==> src/rtl/ip_extslot_multi_if.sv <==
// Bus bundle between the MSX-50BUS slave port and the expanded-slot controller.
interface ip_extslot_multi_if #(
  parameter int NUM_SLOTS = 2
);
  logic [15:0]            bus_address;
  logic                   bus_io_cs;
  logic                   bus_memory_cs;
  logic                   bus_read_ready;
  logic [7:0]             bus_read_data;
  logic [7:0]             bus_write_data;
  logic                   bus_read;
  logic                   bus_write;
  logic                   bus_io;
  logic                   bus_memory;
  logic [NUM_SLOTS-1:0]   bus_primary_sel;
  logic [NUM_SLOTS*4-1:0] extslot_memory;

  modport master (
    output bus_address, bus_write_data, bus_read, bus_write, bus_io, bus_memory,
           bus_primary_sel,
    input  bus_io_cs, bus_memory_cs, bus_read_ready, bus_read_data, extslot_memory
  );

  modport slave (
    input  bus_address, bus_write_data, bus_read, bus_write, bus_io, bus_memory,
           bus_primary_sel,
    output bus_io_cs, bus_memory_cs, bus_read_ready, bus_read_data, extslot_memory
  );
endinterface

==> src/rtl/ip_extslot_multi.sv <==
// Expanded-slot controller: per-primary-slot secondary-slot registers with inverted,
// latency-programmable read-back and page -> secondary select decode.
//
// state    | meaning
// ST_IDLE  | waiting for a read hit on the slot register
// ST_WAIT  | read captured, counting down the remaining latency
// ST_READY | read_ready pulse with captured data
module ip_extslot_multi #(
  parameter int          NUM_SLOTS     = 2,
  parameter logic [3:0]  SLOT_EXPANDED = 4'b1111,
  parameter logic [15:0] EXT_ADDR      = 16'hFFFF,
  parameter logic [7:0]  RESET_VALUE   = 8'h00,
  parameter int          READ_LATENCY  = 1
) (
  input  logic              clk,
  input  logic              n_reset,
  ip_extslot_multi_if.slave bus
);

  localparam int IDX_W = (NUM_SLOTS > 1) ? $clog2(NUM_SLOTS) : 1;
  localparam logic [2:0] CNT_LOAD = 3'((READ_LATENCY >= 2) ? READ_LATENCY - 2 : 0);

  typedef enum logic [1:0] {ST_IDLE, ST_WAIT, ST_READY} state_t;

  state_t           state;
  logic [2:0]       cnt;
  logic [7:0]       ff_reg [NUM_SLOTS];
  logic [7:0]       cap_data;
  logic             ready_q;
  logic [7:0]       rdata_q;
  logic [IDX_W-1:0] slot_idx;
  logic             idx_expanded;
  logic             ext_match;
  logic             hit;
  logic [1:0]       page;
  logic [NUM_SLOTS*4-1:0] sel_out;

  assign ext_match = (bus.bus_address == EXT_ADDR);
  assign page      = bus.bus_address[15:14];

  // Lowest set select bit wins; scanning downward leaves the lowest one in place.
  always_comb begin
    slot_idx     = '0;
    idx_expanded = 1'b0;
    for (int s = NUM_SLOTS - 1; s >= 0; s--) begin
      if (bus.bus_primary_sel[s]) begin
        slot_idx     = IDX_W'(s);
        idx_expanded = SLOT_EXPANDED[s];
      end
    end
  end

  assign hit = bus.bus_memory & ext_match & (|bus.bus_primary_sel) & idx_expanded;

  always_ff @(posedge clk) begin
    if (!n_reset) begin
      for (int s = 0; s < NUM_SLOTS; s++) ff_reg[s] <= RESET_VALUE;
      state    <= ST_IDLE;
      cnt      <= 3'd0;
      cap_data <= 8'h00;
      ready_q  <= 1'b0;
      rdata_q  <= 8'h00;
    end else begin
      if (hit && bus.bus_write) ff_reg[slot_idx] <= bus.bus_write_data;
      ready_q <= 1'b0;
      rdata_q <= 8'h00;
      case (state)
        ST_IDLE: begin
          if (hit && bus.bus_read) begin
            // Captured from the pre-write value when a write hits in the same cycle.
            cap_data <= ~ff_reg[slot_idx];
            if (READ_LATENCY == 1) begin
              state   <= ST_READY;
              ready_q <= 1'b1;
              rdata_q <= ~ff_reg[slot_idx];
            end else begin
              cnt   <= CNT_LOAD;
              state <= ST_WAIT;
            end
          end
        end
        ST_WAIT: begin
          if (cnt == 3'd0) begin
            state   <= ST_READY;
            ready_q <= 1'b1;
            rdata_q <= cap_data;
          end else begin
            cnt <= cnt - 3'd1;
          end
        end
        ST_READY: state <= ST_IDLE;
        default:  state <= ST_IDLE;
      endcase
    end
  end

  always_comb begin
    sel_out = '0;
    if (bus.bus_memory && !bus.bus_io) begin
      for (int s = 0; s < NUM_SLOTS; s++) begin
        if (SLOT_EXPANDED[s]) begin
          if (bus.bus_primary_sel[s] && !ext_match)
            sel_out[s*4 + int'(ff_reg[s][{page, 1'b0} +: 2])] = 1'b1;
        end else begin
          sel_out[s*4] = bus.bus_primary_sel[s];
        end
      end
    end
  end

  assign bus.extslot_memory = sel_out;
  assign bus.bus_io_cs      = 1'b0;
  assign bus.bus_memory_cs  = 1'b1;
  assign bus.bus_read_ready = ready_q;
  assign bus.bus_read_data  = rdata_q;

endmodule
==> src/flat_wrapper.sv <==
// flat-port wrapper written by rule: the top's interface ports become plain ports
module ip_extslot_multi_flat 
#(
  parameter int          NUM_SLOTS     = 2,
  parameter logic [3:0]  SLOT_EXPANDED = 4'b1111,
  parameter logic [15:0] EXT_ADDR      = 16'hFFFF,
  parameter logic [7:0]  RESET_VALUE   = 8'h00,
  parameter int          READ_LATENCY  = 1
)
  (clk, n_reset, bus_bus_address, bus_bus_write_data, bus_bus_read, bus_bus_write, bus_bus_io, bus_bus_memory, bus_bus_primary_sel, bus_bus_io_cs, bus_bus_memory_cs, bus_bus_read_ready, bus_bus_read_data, bus_extslot_memory);
  ip_extslot_multi_if #(.NUM_SLOTS(NUM_SLOTS)) bus_i ();
  input  logic clk;
  input  logic n_reset;
  input wire logic [$bits(bus_i.bus_address)-1:0] bus_bus_address;
  input wire logic [$bits(bus_i.bus_write_data)-1:0] bus_bus_write_data;
  input wire logic [$bits(bus_i.bus_read)-1:0] bus_bus_read;
  input wire logic [$bits(bus_i.bus_write)-1:0] bus_bus_write;
  input wire logic [$bits(bus_i.bus_io)-1:0] bus_bus_io;
  input wire logic [$bits(bus_i.bus_memory)-1:0] bus_bus_memory;
  input wire logic [$bits(bus_i.bus_primary_sel)-1:0] bus_bus_primary_sel;
  output wire logic [$bits(bus_i.bus_io_cs)-1:0] bus_bus_io_cs;
  output wire logic [$bits(bus_i.bus_memory_cs)-1:0] bus_bus_memory_cs;
  output wire logic [$bits(bus_i.bus_read_ready)-1:0] bus_bus_read_ready;
  output wire logic [$bits(bus_i.bus_read_data)-1:0] bus_bus_read_data;
  output wire logic [$bits(bus_i.extslot_memory)-1:0] bus_extslot_memory;
  assign bus_i.bus_address = bus_bus_address;
  assign bus_i.bus_write_data = bus_bus_write_data;
  assign bus_i.bus_read = bus_bus_read;
  assign bus_i.bus_write = bus_bus_write;
  assign bus_i.bus_io = bus_bus_io;
  assign bus_i.bus_memory = bus_bus_memory;
  assign bus_i.bus_primary_sel = bus_bus_primary_sel;
  assign bus_bus_io_cs = bus_i.bus_io_cs;
  assign bus_bus_memory_cs = bus_i.bus_memory_cs;
  assign bus_bus_read_ready = bus_i.bus_read_ready;
  assign bus_bus_read_data = bus_i.bus_read_data;
  assign bus_extslot_memory = bus_i.extslot_memory;
  ip_extslot_multi #(.NUM_SLOTS(NUM_SLOTS), .SLOT_EXPANDED(SLOT_EXPANDED), .EXT_ADDR(EXT_ADDR), .RESET_VALUE(RESET_VALUE), .READ_LATENCY(READ_LATENCY)) u_core (.clk(clk), .n_reset(n_reset), .bus(bus_i));
endmodule
==> config.mk <==
export PLATFORM = sky130hd
export DESIGN_NAME = ip_extslot_multi_flat
export DESIGN_NICKNAME = d
export VERILOG_FILES = /design/src/rtl/ip_extslot_multi_if.sv /design/src/rtl/ip_extslot_multi.sv /design/src/flat_wrapper.sv
export SDC_FILE = /design/constraint.sdc
export NUM_CORES = 1
export LEC_CHECK = 0
export BUFFER_PORTS_ARGS = -buffer_cell sky130_fd_sc_hd__buf_2
export CAP_MARGIN = 0
export CORE_MARGIN = 2
export CORE_UTILIZATION = 38
export DETAILED_ROUTE_END_ITERATION = 16
export HOLD_SLACK_MARGIN = 0.12
export PLACE_DENSITY = 0.65
export SLEW_MARGIN = 20
export SYNTH_ARGS = -nofsm -noshare
export SYNTH_HDL_FRONTEND = slang
export SYNTH_SLANG_ARGS = --single-unit
==> constraint.sdc <==
create_clock -name clk -period 2.98 [get_ports clk]
set_input_delay 0.596 -clock clk [delete_from_list [all_inputs] [get_ports clk]]
set_output_delay 0.596 -clock clk [all_outputs]
set_load 0.05 [all_outputs]
---- Yosys cells after proc, flatten, opt, wreduce, memory -nomap -nowiden ----
Memories as Yosys holds them, arrays and structs flattened.
Cells that the tools add are included.
storage, ports and cells
  register bits ........................... 22
  latch bits .............................. 0
  bits in writable memories ............... 16
  bits in read-only memories .............. 0
  word-level logic and storage cells ...... 67
  memories ................................ 1
cells by class
  $add $sub $neg .......................... 2
  multiply operators ...................... 0
  div/mod/pow operators ................... 0
  order comparisons ....................... 4
  equal/unequal tests ..................... 4
  shift-type cells ........................ 2
  multiplexer cells ....................... 27
  bitwise logic cells ..................... 6
  reductions and logical operators ........ 16
memory list
  name           depth  width  rd ports  clocked after memory_dff  wr ports  RTL line                RTL
  u_core.ff_reg  2      8      3         0                         2         ip_extslot_multi.sv:27  logic [7:0] ff_reg [NUM_SLOTS];
operators by type and width
  kind                    count
  $mux W8                 6
  $ge A32 B1 Y1 const B   1
  $lt A32 B5 Y1 const B   1
  $eq A16 B16 Y1 const B  1
  $pmux W8 S2             1
  $shiftx A8 B4 Y2        2
  $mux W1                 13
  $not A8 Y8              1
  $or A8 B8 Y8            1
  $reduce_or A8 Y1        1
  $logic_and A1 B1 Y1     7
  $reduce_and A2 Y1       3
  $add A3 B2 Y4 const A   1
  $lt A2 B4 Y1 const B    1
  $mux W2                 2
  $mux W4                 1
  $ne A2 B1 Y1 const B    2
  $pmux W2 S2             1
  $and A1 B1 Y1           3
  $demux W1 S3            1
  $logic_not A3 Y1        1
  $sub A3 B1 Y3 const B   1
  $demux W1 S2            1
  $eq A2 B1 Y1 const B    1
  6 further kinds         7

---- Depth between registers and ports, before layout ----
Gate-level depths: netlist of run 1.
An unclocked memory read counts as a cell.
  word-level depth ........................ 11
  gate-level depth with buffers ........... 5
  mapped depth without buffers ............ 3

---- Worst setup path after synthesis of run 1 ----
OpenSTA, ideal clock, no wires.
  path type ............................... input-to-output
  start point ............................. in bus_bus_address[14]
  end point ............................... out bus_extslot_memory[1]
  data arrival time ....................... 2.825 ns
  data required time ...................... 2.384 ns
  setup slack ............................. -0.441 ns
  stages .................................. 2
  buffers on the path ..................... 0
  path through ............................ mux4_1 nor4b_1
between the ends
  longest elaborated chain between the ends .. 10
ends and longest elaborated chain
  element                                                RTL line                 RTL
  start, declared                                        flat_wrapper.sv:14       input wire logic [$bits(bus_i.bus_address)-1:0] bus_bus_address;
  branches (longest 8 deep; another with $ge A32 B1 Y1)  -
  $mux W8 (*)                                            ip_extslot_multi.sv:102  if (bus.bus_primary_sel[s] && !ext_match)
  $mux W8 (*)                                            ip_extslot_multi.sv:99   if (bus.bus_memory && !bus.bus_io) begin
  end, declared                                          flat_wrapper.sv:25       output wire logic [$bits(bus_i.extslot_memory)-1:0] bus_extslot_memory;
Every way passes the cells marked *. The select of a mux whose other input is x is not followed.

---- Final worst setup path of run 1 ----
  start point ............................. in bus_bus_address[14]
  end point ............................... out bus_extslot_memory[6]
between the ends
  longest elaborated chain between the ends .. 9
ends and longest elaborated chain
  element                                                                      RTL line                 RTL
  $shiftx A8 B4 Y2                                                             ip_extslot_multi.sv:103  sel_out[s*4 + int'(ff_reg[s][{page, 1'b0} +: 2])] = 1'b1;
  $add A3 B2 Y4                                                                ip_extslot_multi.sv:103
  $ge A32 B1 Y1 (implied by the code) / $lt A32 B5 Y1 (equally long branches)  ip_extslot_multi.sv:103
  $logic_and A1 B1 Y1 (implied by the code)                                    ip_extslot_multi.sv:103
  $mux W1 (implied by the code)                                                ip_extslot_multi.sv:103
  $demux W1 S3                                                                 -
  $or A8 B8 Y8 (no source line)                                                -
  $mux W8 (*)                                                                  ip_extslot_multi.sv:102
  $mux W8 (*)                                                                  ip_extslot_multi.sv:99
Every way passes the cells marked *; elsewhere a longest branch is shown, timed or not.

==> results by group, run 1 <==
Clock network
  – Clk sinks: 26
  – H-tree lvl count: 1
  – Clock root cell: clkbuf_4
  – Cts bufs inserted: 3
  – CTS tree: yes
  – Clock tree buffer depth: 2
  – Clk pin slew, worst setup/hold paths: 0.13 ns
  – Post-CTS setup buffer count: 0
  – Later-pin clock latency in the skew report: 0.32 ns
  – CTS hold repair buffers: 0
  – Post-cts repair resize count: 0

Worst setup path
  – Reg-to-Reg Start: u_core.state[1]
  – RR Endpoint: u_core.bus.bus_read_data[0]
  – R2R setup slack: 1.95 ns
  – Crit Path Max Fanout: 5
  – CP Launch Type: input port
  – R2R cell count: 2
  – CP Capture Type: output port
  – Req. time, crit path: 2.38 ns
  – Crit path DAT: 2.04 ns
  – Crit Path Category: in2out

Routing
  – Detailed Routing Iterations Pass 1: 4
  – Via count: 1130
  – Vias per std cell: 5.51
  – # DRC: 0
  – Initial drt markers: 63
  – Final ANT Viol Nets: 0
  – WL final: 3.16 mm
  – Routed length per placed instance: 15.4 um

Finish
  – Non-filler cells, final: 205
  – # diodes: 0
  – Max FFs per register: 16
  – Final-stage net count: 192
  – Area of the multi-input gates: roughly 620 sq um
  – Area grow syn2layout: 22.0%
  – Sequential Area: 681 sq um
  – Share of cells above drive strength 1: between 40% and 50%
  – Fillers: around 300

STA
  – Final hold vios: 0
  – Final worst slack: 0.341 ns
  – Slew Viols, Final: 0
  – Unrepaired setup endpoints after global routing: false
  – # setup viols final: 0
  – Clock Skew: 0.00180 ns
  – Fin crit share: roughly nine tenths
  – Setup tns final: 0 ns
  – Tmin final: approximately 2.6 ns
  – Max Clock Freq: roughly 0.38 GHz

Synthesis
  – Ys flop type: edfxtp_1
  – Main combinational cell family by area after synthesis: simple AND/OR/NAND/NOR gates
  – Cells after synthesis: 114
  – Adder-cell share of the synthesized area: 0%
  – Ranking of synthesized cells by area: edfxtp_1, dfxtp_1, nor4_1
  – Post-synth EDFFs: 16
  – Post-Syn Area: 1360 sq um
  – Synth warn: 0
  – Register bit total from synthesis: 26
  – Compound-Gate Fraction of Synth Area: 2.20%
  – Synth Area in XOR/XNOR: 0%
  – Synth area leader: edfxtp_1
  – Mapped Nets: 146
  – Syn Area/Cell: 12.0 sq um
  – Seq/Total Area, Yosys: between 40% and 50%
  – Distinct cells, synth: 27
  – Top post-synthesis cells by count: nor4_1, edfxtp_1, dfxtp_1, nand2_1, mux2_2
  – Yosys top cell area share: 35.2%
  – Multiplexer area fraction after synthesis: 14.3%
  – Post-Synth Simple-Gate Area: 27.6%
  – Most frequent cell after synthesis: nor4_1
  – Async SR Flop Fraction: 0%

Global route
  – Total grt overflow: 0
  – Global-route wire length before repair: 5.06 mm
  – Largest net degree at the start of global routing: 27
  – Total Routing Usage GR: 15.9%
  – Initial antenna violation count: 0
  – Vias in the first global route: 1040

Power and ir drop
  – Power per cell area: 393 nW/um^2
  – Pint: approximately 0.49 mW
  – Leakage: 0.662 nW
  – Overall Power: roughly 0.65 mW
  – Sw Ratio: approximately a quarter
  – P_sw: approximately 0.17 mW
  – Combinational power share: 16.3%
  – Clk pwr share: a little under a quarter
  – Worst VDD drop: 254 uV
  – Flop pwr share: 60.9%

Floorplanning
  – Number of top-level pins: 51
  – FP Rows: 21
  – Die Wd: 63.9 um
  – Die span in y: 63.9 um
  – Core ar.: 3390 sq um
  – Total die area: 4080 sq um
  – Initial core utilization: 40.2%

Placement
  – IO buf count: 48
  – Post-DP HPWL: 2.40 mm
  – Post-Place Worst Slack: roughly 0.38 ns
  – Placed Cells incl. Taps: 201
  – Routability-driven placement congestion ratio: 0.868

Hold path
  – Hold Path Class: reg2reg
  – WHS Path Cells: 2
  – HP Start: u_core.ff_reg[0][2]
  – Worst Hold Endpoint: u_core.bus.bus_read_data[2]

Job
  – Reported max-cap violation count: 0

Status
  – Outcome: finished, final reports clean
routing by layer:
metal	track usage [%]	wire length, um	part of all wire, %
met5	0	0	0
met4	4.08	20	0.63
met3	3.87	288	9.1
met2	25.3	1400	44
met1	21.8	1460	46
worst max-delay path, stage by stage:
cell     delay (ns)
buf_2          0.15
mux4_1         0.62
nor4b_1        0.34
buf_2          0.33
area by class of cell:
| type | instances | area share, % |
|---|---|---|
| clock buffers | 3 | 1.35 |
| clock inverters | 1 | 0.226 |
| inverters | 2 | 0.451 |
| multi-input cells | 75 | 37.4 |
| flip-flops and latches | 26 | 40.9 |
| well taps | 46 | 3.46 |
| repair buffers | 52 | 16.2 |
through the flow:
stage | area [sq um] | hold slack [ns] | util (%)
CTS | 1660 | 0.585 | 49.1
global route | 1660 | 0.600 | 49.1
global placement | 1640 | 0.554 | 48.3
detailed placement | 1640 | 0.563 | 48.3
floorplan | 1380 | 0.522 | -
finish | 1660 | 0.583 | 49.1
power by group through the flow:
stage | logic, mW | registers (mW) | clock network, mW
finish | 0.107 | 0.399 | 0.149
global route | 0.116 | 0.400 | 0.159
CTS | 0.107 | 0.398 | 0.149
detailed placement | 0.106 | 0.406 | 0
global placement | 0.103 | 0.406 | 0
floorplan | 0.0705 | 0.403 | 0
kinds of logic (layout without fill, tap and decap cells):
| family | count (synthesis) | in the layout |
|---|---|---|
| buf+inv | 13 | 58 |
| flops | 26 | 26 |
| compound gates | 4 | 4 |
| mux | 12 | 12 |
| other cells | 2 | 2 |
| simple gates | 57 | 57 |
how the worst max path moves through the flow:
stage | startpoint | end
global placement | bus_bus_address[14] | bus_extslot_memory[0]
detailed placement | bus_bus_address[14] | bus_extslot_memory[6]
floorplan | bus_bus_address[14] | bus_extslot_memory[2]
CTS | bus_bus_address[14] | bus_extslot_memory[6]
global route | bus_bus_address[14] | bus_extslot_memory[6]
finish | bus_bus_address[14] | bus_extslot_memory[6]
cells in the final DEF (no fill, tap or decap), types with 2 or more instances in the layout:
cell / instances
nor4_2: 2
nor4b_2: 2
nor4b_1: 2
buf_4: 4
nand3_1: 2
nor3_1: 4
conb_1: 2
nand4_1: 2
o21ai_0: 2
nand2_1: 10
nor4_1: 24
and4_2: 2
buf_2: 48
dfxtp_1: 10
clkbuf_4: 3
nand2b_1: 3
mux2_2: 8
inv_1: 2
edfxtp_1: 16
mux4_1: 4
Note: power is estimated with default switching activity, not from simulation.
==> run 2, diff against run 1 <==
--- a/constraint.sdc
+++ b/constraint.sdc
@@ -3,2 +3,2 @@
 set_output_delay 0.596 -clock clk [all_outputs]
-set_load 0.05 [all_outputs]
+set_load 0.02 [all_outputs]
==> run 2 against run 1 <==
Against the previous run: clock-buffer cell count increased by 1; non-clock buffer count unchanged; total power increased by 6.4%; register-to-register slack improved by 0.03 ns; sequential share of layout area decreased by 0.21 points; clock power increased by 36%; utilization increased by 0.26 points; fmax increased by 5.3%; setup slack improved by 0.13 ns; die area unchanged; first-iteration DRC count decreased by 48%.
==> results by group, run 2 (synthesized netlist as in run 1, its figures left out) <==
Clock network
  – Post-cts repair resize count: 0 (unchanged)
  – H-tree lvl count: 1 (unchanged)
  – CTS hold repair buffers: 0 (unchanged)
  – Clock root cell: clkbuf_4 (unchanged)
  – Clk pin slew, worst setup/hold paths: 0.14 ns (was 0.13 ns)
  – CTS tree: yes (unchanged)
  – Clk sinks: 26 (unchanged)
  – Post-CTS setup buffer count: 0 (unchanged)
  – Cts bufs inserted: 3 (unchanged)
  – Clock tree buffer depth: 2 (unchanged)
  – Later-pin clock latency in the skew report: 0.32 ns (about the same)

Job
  – Reported max-cap violation count: 0 (unchanged)

Floorplanning
  – FP Rows: 21 (unchanged)
  – Total die area: 4080 sq um (unchanged)
  – Initial core utilization: 40.2% (unchanged)
  – Die span in y: 63.9 um (unchanged)
  – Number of top-level pins: 51 (unchanged)
  – Core ar.: 3390 sq um (unchanged)
  – Die Wd: 63.9 um (unchanged)

STA
  – Tmin final: 2.51 ns (was 2.64 ns)
  – Max Clock Freq: 0.399 GHz (was 0.379 GHz)
  – Fin crit share: 84.1% (was 88.6%)
  – Final hold vios: 0 (unchanged)
  – Clock Skew: 0.0100 ns (was 0.00180 ns)
  – Unrepaired setup endpoints after global routing: false (unchanged)
  – Setup tns final: 0 ns (unchanged)
  – Slew Viols, Final: 0 (unchanged)
  – # setup viols final: 0 (unchanged)

Routing
  – Via count: 1113 (was 1130)
  – Vias per std cell: 5.43 (was 5.51)
  – Final ANT Viol Nets: 0 (unchanged)
  – Routed wl met2: 1.35 mm (was 1.40 mm)
  – # DRC: 0 (unchanged)
  – Routed length per placed instance: 15.2 um (was 15.4 um)
  – Detailed Routing Iterations Pass 1: 4 (unchanged)
  – WL final: 3.12 mm (was 3.16 mm)
  – Highest metal used: met4 (unchanged)
  – DR WL met3: 280 um (was 288 um)
  – Wl on met1: 1.46 mm (about the same)
  – Initial drt markers: 33 (was 63)

Worst setup path
  – CP Capture Type: output port (unchanged)
  – Req. time, crit path: 2.38 ns (about the same)
  – CP Launch Type: input port (unchanged)
  – R2R setup slack: 1.98 ns (was 1.95 ns)
  – Crit Path Max Fanout: 5 (unchanged)
  – Reg-to-Reg Start: u_core.state[1] (unchanged)
  – RR Endpoint: u_core.bus.bus_read_data[7] (was u_core.bus.bus_read_data[0])
  – Crit Path Category: in2out (unchanged)
  – Crit path DAT: 1.91 ns (was 2.04 ns)
  – R2R cell count: 2 (unchanged)

Finish
  – Commonest non-fill, non-tap cell in the layout: buf_2 (unchanged)
  – Max FFs per register: 16 (unchanged)
  – Share of cells above drive strength 1: 44.0% (was 44.7%)
  – Commonest non-fill, non-tap cells in the layout: buf_2, nor4_1, edfxtp_1, nand2_1, dfxtp_1 (unchanged)
  – Final-stage net count: 192 (unchanged)
  – # diodes: 0 (unchanged)
  – Area grow syn2layout: 22.7% (was 22.0%)

Global route
  – Initial antenna violation count: 0 (unchanged)
  – Total Routing Usage GR: 16.1% (was 15.9%)
  – Global-route wire length before repair: 5.15 mm (was 5.06 mm)
  – Vias in the first global route: 1089 (was 1040)
  – Largest net degree at the start of global routing: 27 (unchanged)
  – Total grt overflow: 0 (unchanged)

Power and ir drop
  – Overall Power: 0.697 mW (was 0.654 mW)
  – Leakage: 0.670 nW (was 0.662 nW)
  – Worst VDD drop: 246 uV (was 254 uV)
  – Power per cell area: 416 nW/um^2 (was 393 nW/um^2)

Placement
  – Post-DP HPWL: 2.37 mm (was 2.40 mm)
  – IO buf count: 48 (unchanged)
  – Routability-driven placement congestion ratio: 0.800 (was 0.868)

Hold path
  – WHS Path Cells: 2 (unchanged)
  – Hold Path Class: reg2reg (unchanged)
  – Worst Hold Endpoint: u_core.bus.bus_read_data[6] (was u_core.bus.bus_read_data[2])
  – HP Start: u_core.ff_reg[1][6] (was u_core.ff_reg[0][2])

Status
  – Outcome: finished, final reports clean (unchanged)
[run 2: cell types whose count changed in the layout (fill, tap and decap cells not counted), sizes merged]
cell	change
clkinv	-1
clkbuf	+1
[run 2: critical path: stages]
cell     delay, ns
buf_2         0.14
mux4_1        0.62
nor4b_1       0.32
buf_2         0.23
[run 2: worst max path at each step]
stage                        startpoint                    end  depth (start not counted)
global route        u_core.ff_reg[1][3]  bus_extslot_memory[5]                          3
floorplan           bus_bus_address[14]  bus_extslot_memory[1]                          2
detailed placement  bus_bus_address[14]  bus_extslot_memory[5]                          4
finish              bus_bus_address[14]  bus_extslot_memory[5]                          4
CTS                 bus_bus_address[14]  bus_extslot_memory[5]                          4
global placement    bus_bus_address[14]  bus_extslot_memory[6]                          4
[run 2: report_power, final]
part / leakage [nW] / internal, mW / switching [mW] / total, mW
logic: 0.412 / 0.0436 / 0.0520 / 0.0956
registers: 0.232 / 0.392 / 0.00661 / 0.398
clock network: 0.0261 / 0.102 / 0.100 / 0.203
[run 2: metal layers]
metal,vias to the layer above,track usage [%]
met3,6,3.35
met4,0,4.08
met1,502,23.4
li1,545,-
met2,60,24.5
met5,-,0
[run 2: area by class of cell]
type	count	area (sq um)
Sequential cell	26	681
Multi-Input combinational cell	75	609
Inverter	2	7.51
Tap cell	46	57.6
Timing Repair Buffer	52	270
Clock buffer	4	47.5
Fill cell	317	1720
[run 2: stage by stage]
| step | utilization (%) | cells | area (sq um) | setup WS (ns) | hold slack (ns) |
|---|---|---|---|---|---|
| final | 49.4 | 205 | 1670 | 0.474 | 0.571 |
| after global routing | 49.4 | 205 | 1670 | 0.353 | 0.594 |
| after CTS | 49.4 | 205 | 1670 | 0.478 | 0.570 |
| after detailed placement | 48.0 | 201 | 1630 | 0.485 | 0.551 |
| after global placement | 48.0 | 201 | 1630 | 0.568 | 0.552 |
| after floorplan | - | 114 | 1360 | 0.449 | 0.522 |
